File: config.mk
export PLATFORM = sky130hd
export DESIGN_NAME = rr_arbiter_onehot
export DESIGN_NICKNAME = d
export VERILOG_FILES = /design/src/rtl/rr_arbiter_onehot_pkg.sv /design/src/rtl/rr_arbiter_onehot_dec.sv /design/src/rtl/rr_arbiter_onehot_pick.sv /design/src/rtl/rr_arbiter_onehot.sv
export SDC_FILE = /design/constraint.sdc
export NUM_CORES = 1
export LEC_CHECK = 0
export CAP_MARGIN = 10
export CORE_ASPECT_RATIO = 1.4
export CORE_MARGIN = 4
export CORE_UTILIZATION = 45
export DETAILED_ROUTE_END_ITERATION = 10
export MAX_ROUTING_LAYER = met4
export PLACE_DENSITY = 0.79
export SLEW_MARGIN = 30
export SYNTH_ARGS = -nofsm -noshare
export SYNTH_HDL_FRONTEND = slang
export SYNTH_SLANG_ARGS = --single-unit
File: constraint.sdc
create_clock -name clk -period 2.01 [get_ports clk]
set_input_delay 0.402 -clock clk [delete_from_list [all_inputs] [get_ports clk]]
set_output_delay 0.402 -clock clk [all_outputs]
set_load 0.005 [all_outputs]
File: src/rtl/rr_arbiter_onehot_pkg.sv
`default_nettype none
// ============================================================================
//  Module      : rr_arbiter_onehot_pkg
//  Description : Shared state encodings and parameter defaults for the
//                round-robin one-hot arbiter.
//  Revision    : 1.0  initial release
// ============================================================================
package rr_arbiter_onehot_pkg;

   // Arbiter FSM: IDLE evaluates requests, GRANT holds one owner.
   typedef enum logic {
      ST_IDLE  = 1'b0,
      ST_GRANT = 1'b1
   } state_e;

   localparam int c_num_req_def  = 4;
   localparam int c_idx_w_def    = 2;
   localparam int c_max_hold_def = 15;

   // Width of the hold counter: enough to represent MAX_HOLD-1 with margin.
   function automatic int hold_cnt_width(input int max_hold);
      return $clog2(max_hold) + 1;
   endfunction

endpackage
`default_nettype wire

File: src/rtl/rr_arbiter_onehot_dec.sv
`default_nettype none
// ============================================================================
//  Module      : onehot_dec
//  Description : Binary-to-one-hot decoder with enable (2-to-4 / 3-to-8,
//                generic fallback for other sizes). All zero when en is low.
//  Revision    : 1.0  initial release
// ============================================================================
module onehot_dec #(
   parameter int NUM_REQ = 4,
   parameter int IDX_W   = 2
) (
   input  logic               en,
   input  logic [IDX_W-1:0]   sel,
   output logic [NUM_REQ-1:0] dec
);

   generate
      if (NUM_REQ == 4) begin : g_dec_2to4
         assign dec[0] = en & (sel == IDX_W'(0));
         assign dec[1] = en & (sel == IDX_W'(1));
         assign dec[2] = en & (sel == IDX_W'(2));
         assign dec[3] = en & (sel == IDX_W'(3));
      end else if (NUM_REQ == 8) begin : g_dec_3to8
         assign dec[0] = en & (sel == IDX_W'(0));
         assign dec[1] = en & (sel == IDX_W'(1));
         assign dec[2] = en & (sel == IDX_W'(2));
         assign dec[3] = en & (sel == IDX_W'(3));
         assign dec[4] = en & (sel == IDX_W'(4));
         assign dec[5] = en & (sel == IDX_W'(5));
         assign dec[6] = en & (sel == IDX_W'(6));
         assign dec[7] = en & (sel == IDX_W'(7));
      end else begin : g_dec_generic
         for (genvar i = 0; i < NUM_REQ; i++) begin : g_bit
            assign dec[i] = en & (sel == IDX_W'(i));
         end
      end
   endgenerate

endmodule
`default_nettype wire

File: src/rtl/rr_arbiter_onehot_pick.sv
`default_nettype none
// ============================================================================
//  Module      : rr_pick
//  Description : Combinational round-robin winner search. Requests are
//                rotated so the pointer position lands on bit 0, scanned with
//                fixed priority, and the winning position is rotated back.
//  Revision    : 1.0  initial release
// ============================================================================
module rr_pick #(
   parameter int NUM_REQ = 4,
   parameter int IDX_W   = 2
) (
   input  logic [NUM_REQ-1:0] req,
   input  logic [IDX_W-1:0]   ptr,
   output logic               found,
   output logic [IDX_W-1:0]   idx
);

   // One copy minus the top bit is enough: the highest rotation reads up to
   // bit 2*NUM_REQ-2.
   logic [2*NUM_REQ-2:0] w_req_dbl;
   logic [NUM_REQ-1:0]   w_req_rot;
   logic [IDX_W-1:0]     w_rot_idx;

   assign w_req_dbl = {req[NUM_REQ-2:0], req};
   assign w_req_rot = w_req_dbl[ptr +: NUM_REQ];

   // Fixed-priority scan of the rotated vector; lowest set bit wins.
   always_comb begin
      w_rot_idx = '0;
      for (int k = NUM_REQ - 1; k >= 0; k--) begin
         if (w_req_rot[k]) begin
            w_rot_idx = IDX_W'(k);
         end
      end
   end

   // Un-rotate: modular add wraps naturally because NUM_REQ is a power of two.
   assign idx   = w_rot_idx + ptr;
   assign found = |req;

endmodule
`default_nettype wire

File: src/rtl/rr_arbiter_onehot.sv
`default_nettype none
// ============================================================================
//  Module      : rr_arbiter_onehot
//  Description : Round-robin arbiter for NUM_REQ requesters. A grant is held
//                while the owner keeps its request high, up to MAX_HOLD
//                cycles, and is presented both one-hot and as a binary index.
//                All outputs are registered; one idle cycle separates grants.
//  Revision    : 1.0  initial release
// ============================================================================
module rr_arbiter_onehot
   import rr_arbiter_onehot_pkg::*;
#(
   parameter int NUM_REQ  = c_num_req_def,
   parameter int IDX_W    = c_idx_w_def,
   parameter int MAX_HOLD = c_max_hold_def
) (
   input  logic               clk,
   input  logic               rst,
   input  logic               en,
   input  logic [NUM_REQ-1:0] req,
   output logic [NUM_REQ-1:0] gnt,
   output logic [IDX_W-1:0]   gnt_idx,
   output logic               gnt_valid,
   output logic               timeout
);

   localparam int                c_hc_w      = hold_cnt_width(MAX_HOLD);
   localparam logic [c_hc_w-1:0] c_hold_last = c_hc_w'(MAX_HOLD - 1);

   state_e              state_q,     state_d;
   logic [IDX_W-1:0]    ptr_q,       ptr_d;
   logic [c_hc_w-1:0]   hold_cnt_q,  hold_cnt_d;
   logic [IDX_W-1:0]    gnt_idx_q,   gnt_idx_d;
   logic                gnt_valid_q, gnt_valid_d;
   logic                timeout_q,   timeout_d;
   logic [NUM_REQ-1:0]  gnt_q,       gnt_d;

   logic                w_pick_found;
   logic [IDX_W-1:0]    w_pick_idx;
   logic                w_owner_req;

   rr_pick #(
      .NUM_REQ (NUM_REQ),
      .IDX_W   (IDX_W)
   ) u_pick (
      .req   (req),
      .ptr   (ptr_q),
      .found (w_pick_found),
      .idx   (w_pick_idx)
   );

   // The one-hot grant is decoded from the next index so it registers in
   // lockstep with gnt_idx/gnt_valid.
   onehot_dec #(
      .NUM_REQ (NUM_REQ),
      .IDX_W   (IDX_W)
   ) u_dec (
      .en  (gnt_valid_d),
      .sel (gnt_idx_d),
      .dec (gnt_d)
   );

   assign w_owner_req = req[gnt_idx_q];

   // Next-state logic: arbitration in IDLE, hold/release decisions in GRANT.
   always_comb begin
      state_d     = state_q;
      ptr_d       = ptr_q;
      hold_cnt_d  = hold_cnt_q;
      gnt_idx_d   = gnt_idx_q;
      gnt_valid_d = gnt_valid_q;
      timeout_d   = 1'b0;
      case (state_q)
         ST_IDLE: begin
            gnt_idx_d   = '0;
            gnt_valid_d = 1'b0;
            hold_cnt_d  = '0;
            if (en && w_pick_found) begin
               state_d     = ST_GRANT;
               gnt_idx_d   = w_pick_idx;
               gnt_valid_d = 1'b1;
            end
         end
         ST_GRANT: begin
            // Owner dropping its request takes precedence over the hold cap,
            // so a simultaneous drop never reports a timeout.
            if (!w_owner_req || (hold_cnt_q == c_hold_last)) begin
               state_d     = ST_IDLE;
               gnt_idx_d   = '0;
               gnt_valid_d = 1'b0;
               hold_cnt_d  = '0;
               ptr_d       = gnt_idx_q + IDX_W'(1);
               timeout_d   = w_owner_req;
            end else begin
               hold_cnt_d  = hold_cnt_q + c_hc_w'(1);
            end
         end
         default: begin
            state_d     = ST_IDLE;
            gnt_idx_d   = '0;
            gnt_valid_d = 1'b0;
            hold_cnt_d  = '0;
         end
      endcase
   end

   // State, pointer, counter and output registers with synchronous reset.
   always_ff @(posedge clk) begin
      if (rst) begin
         state_q     <= ST_IDLE;
         ptr_q       <= '0;
         hold_cnt_q  <= '0;
         gnt_idx_q   <= '0;
         gnt_valid_q <= 1'b0;
         timeout_q   <= 1'b0;
         gnt_q       <= '0;
      end else begin
         state_q     <= state_d;
         ptr_q       <= ptr_d;
         hold_cnt_q  <= hold_cnt_d;
         gnt_idx_q   <= gnt_idx_d;
         gnt_valid_q <= gnt_valid_d;
         timeout_q   <= timeout_d;
         gnt_q       <= gnt_d;
      end
   end

   assign gnt       = gnt_q;
   assign gnt_idx   = gnt_idx_q;
   assign gnt_valid = gnt_valid_q;
   assign timeout   = timeout_q;

endmodule
`default_nettype wire

==> impl_metrics.csv <==
group,metric,value,unit
floorplan,initial_core_util,46.58,%
logic_synthesis,synth_edf_count,0,
power,p_total,0.7367,mW
logic_synthesis,seq_area_frac_synth,39.14,%
placement,post-place-cells,133,
logic_synthesis,synth_top_cells_by_count,"dfxtp_1, nor2_1, nand2b_1",
logic_synthesis,yosys_warnings,0,
routing,drtPass1Iterations,4,
sta,skew,0.002611,ns
final_layout,diodes,0,
power,leakage,0.4551,nW
logic_synthesis,async_flop_share,0,%
clock_network,cts_buffers,3,
logic_synthesis,synthesis.nets,97,
final_layout,fillCellCount,158,
floorplan,chipWidth,44.04,um
final_layout,nNetsFinal,129,
logic_synthesis,yosys.area.top_type_share,39.14,%
routing,wirelength,1.924,mm
job,maxCapViolCount,0,
worst_setup_path,cp.required,2.25,ns
clock_network,cts_tree,"built",
worst_setup_path,cpPeakStageDelay,0.53,ns
grt,antenna_found_initial,0,
worst_setup_path,crit_path_end_kind,"flip-flop",
power,ir_worst_vdd,0.2784,mV
final_layout,fin_cells,138,
clock_network,clk_pin_slew,0.09,ns
sta,drv_slew,0,
placement,gp_congestion,0.7691,
routing,vias,760,
floorplan,ios,15,
worst_setup_path,crit_slowest_cell,"or4_4",
grt,grt_usage,16.96,%
sta,period_minus_slack,1.949,ns
logic_synthesis,synth_seq_cells,16,
sta,tightestPinTransition,0.3134,ns
grt,grt_first_pass_wirelength,3.208,mm
clock_network,h-tree-depth,1,
logic_synthesis,synth_top_area_cell,"dfxtp_1",
placement,dp_hpwl,1.464,mm
logic_synthesis,synth_area,818.3,sq um
worst_setup_path,crit_fanout,6,
sta,rsz0062_at_grt,"no",
floorplan,rows,18,
worst_setup_path,r2r_slack,0.06,ns
routing,antenna_left,0,
clock_network,worstSkewPairLatency,0.30,ns
logic_synthesis,synth-main-ff-cell,"dfxtp_1",
floorplan,die_area,0.002574,sq mm
worst_setup_path,critPathLaunchType,"flip-flop",
power,powerDensity,646.3,mW/mm^2
logic_synthesis,synth_area_leaders,"dfxtp_1, nor2_1, ha_1",
worst_setup_path,worstPathCellList,"or4_4 -> o211ai_1 -> ha_2 -> xnor2_2 -> and2_4 -> mux2_4 -> nor3_2",
run_status,status,"complete, no violations",
sta,hold_viol_final,0,
placement,port_buffers,14,
final_layout,fin_area,0.001140,sq mm
clock_network,cts_root_buf,"clkbuf_4",
floorplan,fp.dieH,58.46,um
sta,setup_viol,0,
clock_network,cts_sinks,16,
final_layout,final_layout_size_suffix_gt1_share,26.27,%
routing,drc_errors,0,
routing,routedWlPerCell,13.94,um
worst_setup_path,crit_type,"reg -> reg",
clock_network,cts_buffer_depth,2,
grt,grt_max_degree,11,
final_layout,syn_to_final_growth,39.30,%
routing,drt-initial-drc-count,23,
logic_synthesis,syn_avg_cell_area,9.406,sq um
final_layout,fin_util,64.89,%
sta,period_share,96.95,%
logic_synthesis,synthCells,87,
sta,maxSlewHeadroom,79.08,%
sta,fmax,0.5132,GHz
grt,grt_pass1_vias,765,
grt,grt_overflow,0,
logic_synthesis,synth.distinct_cells,33,
floorplan,core_area,0.001757,sq mm
min_path,worst_hold_path_type,"reg -> reg",
worst_setup_path,arrival,2.18,ns
routing,vias_per_cell,5.507,
placement,placedInstanceArea,0.001070,sq mm
-- layout make-up --
| type | count | area [sq um] | area share (%) |
|---|---|---|---|
| multi-input cells | 66 | 493.0 | 43.25 |
| flip-flops and latches | 16 | 324.1 | 28.43 |
| repair buffers | 30 | 254.0 | 22.28 |
| clock buffers | 4 | 36.28 | 3.183 |
| well taps | 20 | 25.02 | 2.195 |
| inverters | 2 | 7.507 | 0.6586 |
-- kinds of logic (layout without fill, tap and decap cells) --
family,Yosys count,after routing,share of synthesized area [%]
XOR/XNOR,5,5,5.353
adder cells (fa/ha/maj),3,3,4.588
AND/OR/NAND/NOR,40,40,27.06
flip-flops,16,16,39.14
multiplexers,3,3,6.269
AO/OA/AOI/OAI,15,15,13.45
buffers and inverters,5,36,4.128
-- worst max-delay path, delay by kind of cell (launching register included) --
kind	cells	cell delay [ns]
AND/OR/NAND/NOR	3	0.83
flip-flops	1	0.37
multiplexers	1	0.27
adder cells (fa/ha/maj)	1	0.22
AO/OA/AOI/OAI	1	0.12
XOR/XNOR	1	0.06
-- power by group --
| group | switching, mW | internal, mW | total (mW) |
|---|---|---|---|
| clock | 0.108 | 0.111 | 0.218 |
| sequential | 0.0135 | 0.332 | 0.345 |
| combinational | 0.0746 | 0.0986 | 0.173 |
| total | 0.196 | 0.541 | 0.737 |
-- flip-flops by register name, summed over array words and instances, names as in the netlist --
name        flops
state_q         1
timeout         1
gnt_idx         2
ptr_q           2
gnt             4
gnt_valid       1
hold_cnt_q      5
-- path summary, 6_finish.rpt --
| check | start | endpoint | depth (start not counted) |
|---|---|---|---|
| min reg2reg | hold_cnt_q[0] | hold_cnt_q[0] | 1 |
| max reg2reg | ptr_q[0] | gnt[1] | 7 |
| min | hold_cnt_q[0] | hold_cnt_q[0] | 1 |
| max | ptr_q[0] | gnt[1] | 7 |
-- what timing repair did --
action,in CTS,in global routing
endpoints found under the setup margin,9,5
cloned,0,0
pin swaps,1,3
setup buffers,0,1
hold buffers,0,0
resized for setup,6,7
-- layer usage --
metal	wire (um)	part of all wire, %	track usage [%]	up-vias
li1	-	-	-	377
met1	708	37	15.88	363
met2	1094	57	31.87	16
met3	74	3.8	2.446	4
met4	47	2.4	9.052	0
met5	0	0	-	-
-- cells in the final DEF (no fill, tap or decap), drive strengths merged, types with 2 or more instances in the layout --
master and instances:
a211oi 2, a21oi 3, and2 3, and3b 2
buf 16, clkbuf 4, clkdlybuf4s50 10, dfxtp 16
dlygate4sd2 3, ha 3, inv 2, nand2 3
nand2b 4, nand3 3, nand3b 2, nor2 16
nor3 2, o211ai 2, o32ai 2, or4 2
xnor2 3, xor2 2
-- stage by stage --
step                setup TNS [ns]  hold slack, ns  setup slack, ns
CTS                              0          0.5011          0.01420
global placement            -4.375          0.4480          -0.3750
global route                     0          0.5345         0.002254
detailed placement          -5.445          0.4818          -0.4774
floorplan                        0          0.4297          0.02966
finish                           0          0.4899          0.06129
(Power assumes the default switching activity.)
